--- src/rtl/sbox_share_arbiter.sv ---
// Round-robin sharing of one external AES Sbox between N_REQ byte requesters,
// with a tag pipeline that follows the Sbox latency and per-requester result holding.
// Optional build macro SBOX_ARB_STATS_EN adds a saturating lookup counter output.
module sbox_share_arbiter #(
  parameter int N_REQ    = 4,
  parameter int SBOX_LAT = 1
) (
  input  logic                 clk,
  input  logic                 rst,
  input  logic [N_REQ-1:0]     req_valid,
  input  logic [8*N_REQ-1:0]   req_data,
  output logic [N_REQ-1:0]     req_ready,
  output logic [N_REQ-1:0]     resp_valid,
  output logic [8*N_REQ-1:0]   resp_data,
  input  logic [N_REQ-1:0]     resp_ready,
  output logic [7:0]           Sbox_in,
  input  logic [7:0]           Sbox_out
`ifdef SBOX_ARB_STATS_EN
  ,
  output logic [15:0]          lookup_cnt
`endif
);

  localparam int IW = (N_REQ > 1) ? $clog2(N_REQ) : 1;
  localparam logic [IW-1:0] LAST_IDX = IW'(N_REQ - 1);

  logic [IW-1:0]    ptr;
  logic [N_REQ-1:0] busy;
  logic [N_REQ-1:0] eligible;
  logic [N_REQ-1:0] resp_hs;
  logic             grant_any;
  logic             grant;
  logic [IW-1:0]    grant_idx;
  logic [IW-1:0]    next_ptr;
  logic             tag_v;
  logic [IW-1:0]    tag_id;

  assign eligible = req_valid & ~busy;
  assign resp_hs  = resp_valid & resp_ready;
  // Reset blocks any grant so nothing enters the pipeline while rst is high.
  assign grant    = grant_any & ~rst;
  assign next_ptr = (grant_idx == LAST_IDX) ? '0 : grant_idx + IW'(1);

  always_comb begin : grant_search
    int cand;
    grant_any = 1'b0;
    grant_idx = '0;
    cand      = 0;
    for (int k = 0; k < N_REQ; k++) begin
      cand = int'(ptr) + k;
      if (cand >= N_REQ) cand = cand - N_REQ;
      if (!grant_any && eligible[IW'(cand)]) begin
        grant_any = 1'b1;
        grant_idx = IW'(cand);
      end
    end
  end

  always_comb begin
    req_ready = '0;
    Sbox_in   = 8'h00;
    for (int i = 0; i < N_REQ; i++) begin
      if (grant && grant_idx == IW'(i)) begin
        req_ready[i] = 1'b1;
        Sbox_in      = req_data[8*i +: 8];
      end
    end
  end

  generate
    if (SBOX_LAT == 0) begin : g_tag_comb
      assign tag_v  = grant;
      assign tag_id = grant_idx;
    end else begin : g_tag_pipe
      logic [SBOX_LAT-1:0] pipe_v;
      logic [IW-1:0]       pipe_id [SBOX_LAT];

      always_ff @(posedge clk) begin
        if (rst) begin
          pipe_v <= '0;
          for (int s = 0; s < SBOX_LAT; s++) pipe_id[s] <= '0;
        end else begin
          pipe_v[0]  <= grant;
          pipe_id[0] <= grant_idx;
          for (int s = 1; s < SBOX_LAT; s++) begin
            pipe_v[s]  <= pipe_v[s-1];
            pipe_id[s] <= pipe_id[s-1];
          end
        end
      end

      assign tag_v  = pipe_v[SBOX_LAT-1];
      assign tag_id = pipe_id[SBOX_LAT-1];
    end
  endgenerate

  always_ff @(posedge clk) begin
    if (rst) begin
      ptr        <= '0;
      busy       <= '0;
      resp_valid <= '0;
      resp_data  <= '0;
    end else begin
      if (grant) ptr <= next_ptr;
      for (int i = 0; i < N_REQ; i++) begin
        // busy blocks re-grant while a result is pending, so set and clear never collide.
        if (grant && grant_idx == IW'(i))
          busy[i] <= 1'b1;
        else if (resp_hs[i])
          busy[i] <= 1'b0;

        if (tag_v && tag_id == IW'(i)) begin
          resp_valid[i]       <= 1'b1;
          resp_data[8*i +: 8] <= Sbox_out;
        end else if (resp_hs[i]) begin
          resp_valid[i] <= 1'b0;
        end
      end
    end
  end

`ifdef SBOX_ARB_STATS_EN
  always_ff @(posedge clk) begin
    if (rst)
      lookup_cnt <= '0;
    else if (grant && lookup_cnt != 16'hFFFF)
      lookup_cnt <= lookup_cnt + 16'd1;
  end
`endif

endmodule
--- config.mk ---
export PLATFORM = sky130hd
export DESIGN_NAME = sbox_share_arbiter
export DESIGN_NICKNAME = d
export VERILOG_FILES = /design/src/rtl/sbox_share_arbiter.sv
export SDC_FILE = /design/constraint.sdc
export NUM_CORES = 1
export LEC_CHECK = 0
export CORE_MARGIN = 5
export CORE_UTILIZATION = 29
export DETAILED_ROUTE_END_ITERATION = 8
export RECOVER_POWER = 50
export SLEW_MARGIN = 20
export SYNTH_ARGS = -nofsm -noshare
export SYNTH_HDL_FRONTEND = slang
export SYNTH_SLANG_ARGS = --single-unit
--- constraint.sdc ---
create_clock -name clk -period 6.34 [get_ports clk]
set_clock_uncertainty 0.1 [all_clocks]
set_input_delay 1.268 -clock clk [delete_from_list [all_inputs] [get_ports clk]]
set_output_delay 1.268 -clock clk [all_outputs]
set_load 0.01 [all_outputs]
==> summary.txt, run 1 <==
Worst hold path
  – Min-Delay Path Depth: 2
  – Hold Crit Start: resp_data[27]$_SDFFE_PP0P_
  – Hold WC Path Type: flop to flop
  – WHS Endpoint: resp_data[27]$_SDFFE_PP0P_

STA
  – Achievable Freq: 0.1725 GHz
  – Final Hold Viols: 0
  – # setup viols final: 0
  – Slew headroom: -32.68%
  – Max Slew Vio Count: 46
  – Setup_tns: 0 ns
  – Final min period: 5.798 ns
  – Period utilisation layout: 91.45%
  – RSZ-0062 raised after global routing: no
  – Actual slew at the worst max-slew pin: 1.990 ns

Synth
  – Synth unique cells: 36
  – Async S/R FF share, synth: 0%
  – Cells after Synth: 243
  – Post-Syn Nets: 297
  – Yosys top cell area share: between 40% and 50%
  – Flops & latches, synth: 45
  – Cell Area, Synth: 2101 um^2
  – Register area share after synthesis: 42.88%
  – Number of synthesized flops with an enable pin: 0
  – Most used DFF post-synth: dfxtp_1
  – Largest area contributor in the synthesized netlist: dfxtp_1
  – Yosys warning count: 0
  – Syn Area/Cell: ~8.6 um^2
  – Largest cells by area after synthesis: dfxtp_1 43%, mux2i_1 8.1%, nand2_1 8.0%

Clock network
  – # hold bufs at CTS: 0
  – Worst-path clk slew: ~0.08 ns
  – Clk Latency, worst-skew pair: 0.29 ns
  – Cts bufs inserted: 5
  – CTS tree: yes
  – Clock Tree Root: clkbuf_8
  – H-tree levels: 2
  – Resize count post-CTS: 0
  – Setup bufs post-CTS: 0
  – CTS Buffer Depth: 2
  – Sink Count: 45

Global route
  – Vias in the first global route: ~1900
  – Total gr overflow: 0
  – Initial antenna violation count: 0
  – Largest net degree at the start of global routing: 46
  – Total GRT Usage: between 10% and 20%
  – First-pass GRT wire length: 9584 um

Final layout
  – Final Util: roughly 45%
  – Layout cells sized above 1: 6.928%
  – Ant. Diodes: 0
  – Area Growth Syn to Fin: 52.59%
  – Final Cell Area: 3206 um^2
  – Fin nets: 385

Pwr
  – Pwr/cell area: roughly 320 nW/um^2
  – Switching share of power: 33.84%
  – Clock power frac: a little under a fifth
  – Leak pwr: 1.287 nW
  – Peak supply drop: 0.1758 mV
  – Internal power: 0.6711 mW
  – Sequential power share: roughly a third
  – PnR Total Power: a little over 1 mW
  – Psw: 0.3432 mW
  – Combinational group share of total power: 46.7%

Setup path
  – Reg2reg start: busy[2]$_SDFFE_PP0P_
  – CP max FO: 8
  – Critical Path Start Type: input port
  – Reg2reg end: busy[3]$_SDFFE_PP0P_
  – Worst r2r path cells: 7
  – Worst Path Arrival: 4.43 ns
  – Setup CP Type: input port to output pin
  – FF-to-FF setup slack: roughly 4.1 ns
  – Critical Path RT: around 5 ns
  – Crit end category: output pin

Placement
  – RD Place Congestion: 0.7838
  – Area post-placement: 3108 um^2
  – IO buf count: 97
  – Hpwl dp: approximately 4600 um

Route
  – First drt pass iteration count: 4
  – Final wirelength: 6227 um
  – Total number of vias: approximately 2000
  – Remaining DRCs: 0
  – DR WL/cell: 14.45 um
  – First DRT Iteration DRCs: 67
  – Final ANT Viol Nets: 0
  – Vias/cell: 4.596

Floorplanning
  – Die ar.: just over 9000 um^2
  – I/O pin cnt: 98
  – Core Rows: 31
  – Core ar.: 7137 um^2
  – Die Ht: 95.11 um
  – Die span in x: 95.11 um
  – Starting Density: 29.44%

Outcome
  – Run status: complete, but fails checks
  – Violated checks: capacitance limit, slew limit

Job
  – Max cap viols: 1
-- cell usage after synthesis, drive strengths merged (2+ instances only) --
cell type and instances:
nand2 45, dfxtp 45, a211o 8, clkbuf 9, o221a 2, a221oi 8
buf 8, inv 14, nor2 27, and2 4, mux2i 17, nand2b 6
ha 4, a21oi 28, a22oi 4, nor2b 3
-- cell usage in the layout, fill, tap and decap left out --
| master | count |
|---|---|
| or2_2 | 1 |
| nand4bb_1 | 1 |
| dlygate4sd3_1 | 8 |
| nor2b_4 | 2 |
| o221a_2 | 1 |
| nor2b_1 | 1 |
| a21oi_1 | 28 |
| ha_1 | 4 |
| inv_6 | 1 |
| nor3_2 | 1 |
| nand2b_4 | 3 |
| inv_1 | 13 |
| o22a_1 | 1 |
| mux2i_1 | 17 |
| a22oi_1 | 4 |
| o21ba_2 | 1 |
| a221oi_1 | 8 |
| nand3b_1 | 1 |
| clkbuf_1 | 1 |
| nand3_1 | 1 |
| o32ai_1 | 1 |
| and3_1 | 1 |
| a211o_1 | 8 |
| clkdlybuf4s50_1 | 89 |
| nor3b_2 | 1 |
| o221a_1 | 1 |
| clkbuf_8 | 7 |
| clkinv_2 | 1 |
| nand2b_1 | 3 |
| and2_4 | 4 |
| nor2_1 | 27 |
| nand2_1 | 45 |
| dfxtp_1 | 45 |
| a311oi_1 | 1 |
-- critical path: stages --
cell	delay, ns
clkdlybuf4s50_1	0.45
nor2b_4	0.17
a311oi_1	0.07
o32ai_1	0.49
ha_1	0.32
nor2b_1	0.51
a221oi_1	0.17
a211o_1	0.31
a21oi_1	0.12
clkdlybuf4s50_1	0.55
-- flip-flops by register name (all words and copies together) (netlist names) --
name and cells:
resp_data 32, busy 4, resp_valid 4, g_tag_pipe.pipe_id 2, ptr 2, g_tag_pipe.pipe_v 1
-- layer usage --
layer  global-route usage (%)  wire, um  share of wire [%]
met1                    16.94      2768                 44
met2                    21.40      2615                 42
met4                    3.606        63                1.0
met5                        0         0                  0
met3                    6.314       779                 13
-- final cells by class --
cell class	count	area, um^2
Tap cell	99	123.9
Fill cell	754	3931
Multi-Input combinational cell	167	1047
Clock inverter	1	5.005
Sequential cell	45	900.9
Timing Repair Buffer	98	974.7
Clock buffer	7	96.34
Inverter	14	57.56
-- kinds of logic (layout without fill, tap and decap cells) --
group | Yosys count | after routing | share of synthesized area (%)
adders and majority gates | 4 | 4 | 2.382
AOI/OAI and AO/OA | 54 | 54 | 17.57
and+or+nand+nor | 92 | 92 | 21.56
buffers and inverters | 31 | 120 | 7.504
DFF | 45 | 45 | 42.88
muxes | 17 | 17 | 8.100
-- worst max path at each step --
stage	startpoint	endpoint	slack (ns)
after floorplan	req_valid[1]	Sbox_in[0]	2.01
after global placement	req_valid[1]	Sbox_in[1]	0.54
after detailed placement	req_valid[1]	Sbox_in[4]	0.52
after CTS	req_valid[1]	Sbox_in[4]	0.53
after global routing	req_valid[1]	Sbox_in[4]	0.21
final	req_valid[1]	Sbox_in[4]	0.54
-- stage by stage --
stage,worst slack (ns),hold slack (ns),cells
final,0.5418,0.3536,431
after global routing,0.2050,0.3794,431
after CTS,0.5266,0.3614,431
after detailed placement,0.5224,0.3487,423
after global placement,0.5437,0.3409,423
after floorplan,2.014,0.3659,243
-- power groups by stage --
stage,registers (mW),clock network [mW],logic [mW]
after global routing,0.356,0.215,0.526
final,0.350,0.191,0.473
after global placement,0.355,0,0.476
after floorplan,0.360,0,0.300
after CTS,0.351,0.201,0.483
after detailed placement,0.357,0,0.481
(Power assumes the default switching activity.)
==> run 2, diff against run 1 <==
- DONT_BUFFER_PORTS: unset -> 1
- PLACE_DENSITY: unset -> 0.48
==> run 2 against run 1 <==
- cell area down 30%
- final cell count down 23%
- the flow still finishes with violations (capacitance limit, slew limit)
- first-iteration DRC count down 27%
- sequential power up 4%
- register-to-register slack worse by 0.16 ns
- clock power up 18%
- critical path type unchanged
==> summary.txt, run 2 (synthesis gave the netlist of run 1 again) <==
Route
  – Final wirelength: 5564 um (-11%)
  – Remaining DRCs: 0 (unchanged)
  – DR WL/cell: 16.71 um (+16%)
  – Final ANT Viol Nets: 0 (unchanged)
  – First drt pass iteration count: 6 (+2)
  – Total number of vias: 1624 (-18%)
  – First DRT Iteration DRCs: 49 (-27%)
  – Vias/cell: 4.877 (+6.1%)

Floorplanning
  – Die span in x: 95.11 um (unchanged)
  – Die ar.: 9046 um^2 (unchanged)
  – I/O pin cnt: 98 (unchanged)
  – Core Rows: 31 (unchanged)
  – Die Ht: 95.11 um (unchanged)
  – Starting Density: 29.44% (unchanged)
  – Core ar.: 7137 um^2 (unchanged)

Setup path
  – Critical-path top delay cell: o32ai_1
  – CP max FO: 8 (unchanged)
  – Critical path, cell by cell: nor2b_4 -> a311oi_1 -> o32ai_1 -> ha_1 -> nor2b_1 -> a221oi_1 -> a211o_1 -> a21oi_1
  – Crit end category: output pin
  – FF-to-FF setup slack: 3.95 ns (-0.16 ns)
  – Worst Path Arrival: 3.60 ns (-0.83 ns)
  – Max stage delay on crit path: 0.60 ns (+0.05 ns)
  – Setup CP Type: input port to output pin
  – Critical Path Start Type: input port
  – Critical Path RT: 4.97 ns (about the same)

Clock network
  – Clk Latency, worst-skew pair: 0.29 ns (about the same)
  – # hold bufs at CTS: 0 (unchanged)
  – Cts bufs inserted: 5 (unchanged)
  – H-tree levels: 2 (unchanged)
  – Resize count post-CTS: 0 (unchanged)
  – Setup bufs post-CTS: 0 (unchanged)
  – CTS tree: yes
  – CTS Buffer Depth: 2 (unchanged)
  – Worst-path clk slew: 0.08 ns (about the same)
  – Sink Count: 45 (unchanged)
  – Clock Tree Root: clkbuf_8

STA
  – Setup_tns: 0 ns (unchanged)
  – Final min period: 4.970 ns (-0.8283 ns)
  – RSZ-0062 raised after global routing: no
  – Actual slew at the worst max-slew pin: 1.827 ns (-0.1637 ns)
  – Achievable Freq: 0.2012 GHz (+17%)
  – Period utilisation layout: 78.39% (-13 points)
  – Slew headroom: -22.03% (+11 points)
  – Max Slew Vio Count: 10 (-78%)
  – Final Hold Viols: 0 (unchanged)
  – # setup viols final: 0 (unchanged)
  – Hold slack: 0.4017 ns (+0.04813 ns)

Final layout
  – Multi-input gate area: 1035 um^2 (-1.2%)
  – Ant. Diodes: 0 (unchanged)
  – Fin nets: 287 (-25%)
  – Final Non-Filler Cells: 333 (-23%)
  – FF/Latch Area: 900.9 um^2 (unchanged)
  – Filler cell count: 781 (+3.6%)
  – Layout cells sized above 1: 8.547% (+1.6 points)
  – Final Util: 31.29% (-14 points)
  – Reg with most FFs: resp_data
  – Top flop regs: resp_data: 32 flops, busy: 4 flops, resp_valid: 4 flops
  – Area Growth Syn to Fin: 6.313%
  – Max reg flops: 32 (unchanged)
  – Commonest non-fill, non-tap cells in the layout: 45 x nand2_1, 45 x dfxtp_1, 28 x a21oi_1

Global route
  – Initial antenna violation count: 0 (unchanged)
  – Busiest metal layer after global routing: met2
  – Vias in the first global route: 1463 (-24%)
  – Met1 global-route usage: 14.30% (-2.6 points)
  – Largest net degree at the start of global routing: 46 (unchanged)
  – Total GRT Usage: 11.67% (-2.0 points)
  – GR Util met2: 17.73% (-3.7 points)
  – Global Route met3 Usage: 6.709% (+0.39 points)
  – First-pass GRT wire length: 8107 um (-15%)
  – Total gr overflow: 0 (unchanged)

Placement
  – RD Place Congestion: 0.6947 (-11%)
  – IO buf count: 0 (-100%)
  – Hpwl dp: 4007 um (-13%)
  – DP Cell Count: 325 (-23%)

Pwr
  – Peak supply drop: 0.1692 mV (-3.8%)
  – Leak pwr: 0.9012 nW (-30%)
  – Pwr/cell area: 409.5 nW/um^2 (+29%)

Outcome
  – Run status: complete, but fails checks
  – Violated checks: capacitance limit, slew limit

Job
  – Max cap viols: 1 (unchanged)

Worst hold path
  – Hold WC Path Type: flop to flop
==> run 2: cell types whose count changed in the layout (fill, tap and decap cells not counted), sizes merged <==
| cell | before | now |
|---|---|---|
| bufinv | 0 | 1 |
| clkbuf | 8 | 7 |
| clkdlybuf4s50 | 89 | 0 |
| clkinv | 1 | 0 |
| dlygate4sd3 | 8 | 0 |
==> run 2: path summary, 6_finish.rpt <==
path | cells after the start | start | end
min | 2 | resp_data[22]$_SDFFE_PP0P_ | resp_data[22]$_SDFFE_PP0P_
max reg2reg | 3 | g_tag_pipe.pipe_v$_SDFF_PP0_ | resp_data[7]$_SDFFE_PP0P_
max | 8 | req_valid[1] | Sbox_in[3]
min reg2reg | 2 | resp_data[22]$_SDFFE_PP0P_ | resp_data[22]$_SDFFE_PP0P_
==> run 2: through the flow <==
stage	setup WS, ns	area [um^2]	power (mW)
5_1_grt	1.233	2233	0.9763
6_report	1.370	2233	0.9145
2_1_floorplan	2.014	2101	0.6609
4_1_cts	1.404	2246	0.9255
3_3_place_gp	1.419	2130	0.6995
3_5_place_dp	1.404	2130	0.7017
==> run 2: layer usage <==
metal / share of wire, % / up-vias / wire, um
met1: 42 / 744 / 2324
met5: 0 / - / 0
met4: 0.99 / 0 / 55
met2: 44 / 74 / 2469
li1: - / 799 / -
met3: 13 / 7 / 715
==> run 2: layout make-up <==
type / instances / area share, %
tap: 99 / 5.546
sequential: 45 / 40.34
clock buffer: 7 / 3.866
multi-input combinational: 167 / 46.33
clock inverter: 1 / 1.345
inverter: 14 / 2.577
==> run 2: critical path: cells and delay by family <==
family                   cells  cell delay, ns
AND/OR/NAND/NOR              2            0.63
adder cells (fa/ha/maj)      1            0.32
AO/OA/AOI/OAI                5            1.37
==> run 2: report_power, final <==
group	total [mW]	internal [mW]	switching, mW
clock network	0.226	0.129	0.0973
logic	0.325	0.146	0.179
registers	0.363	0.321	0.0424
total	0.915	0.596	0.319
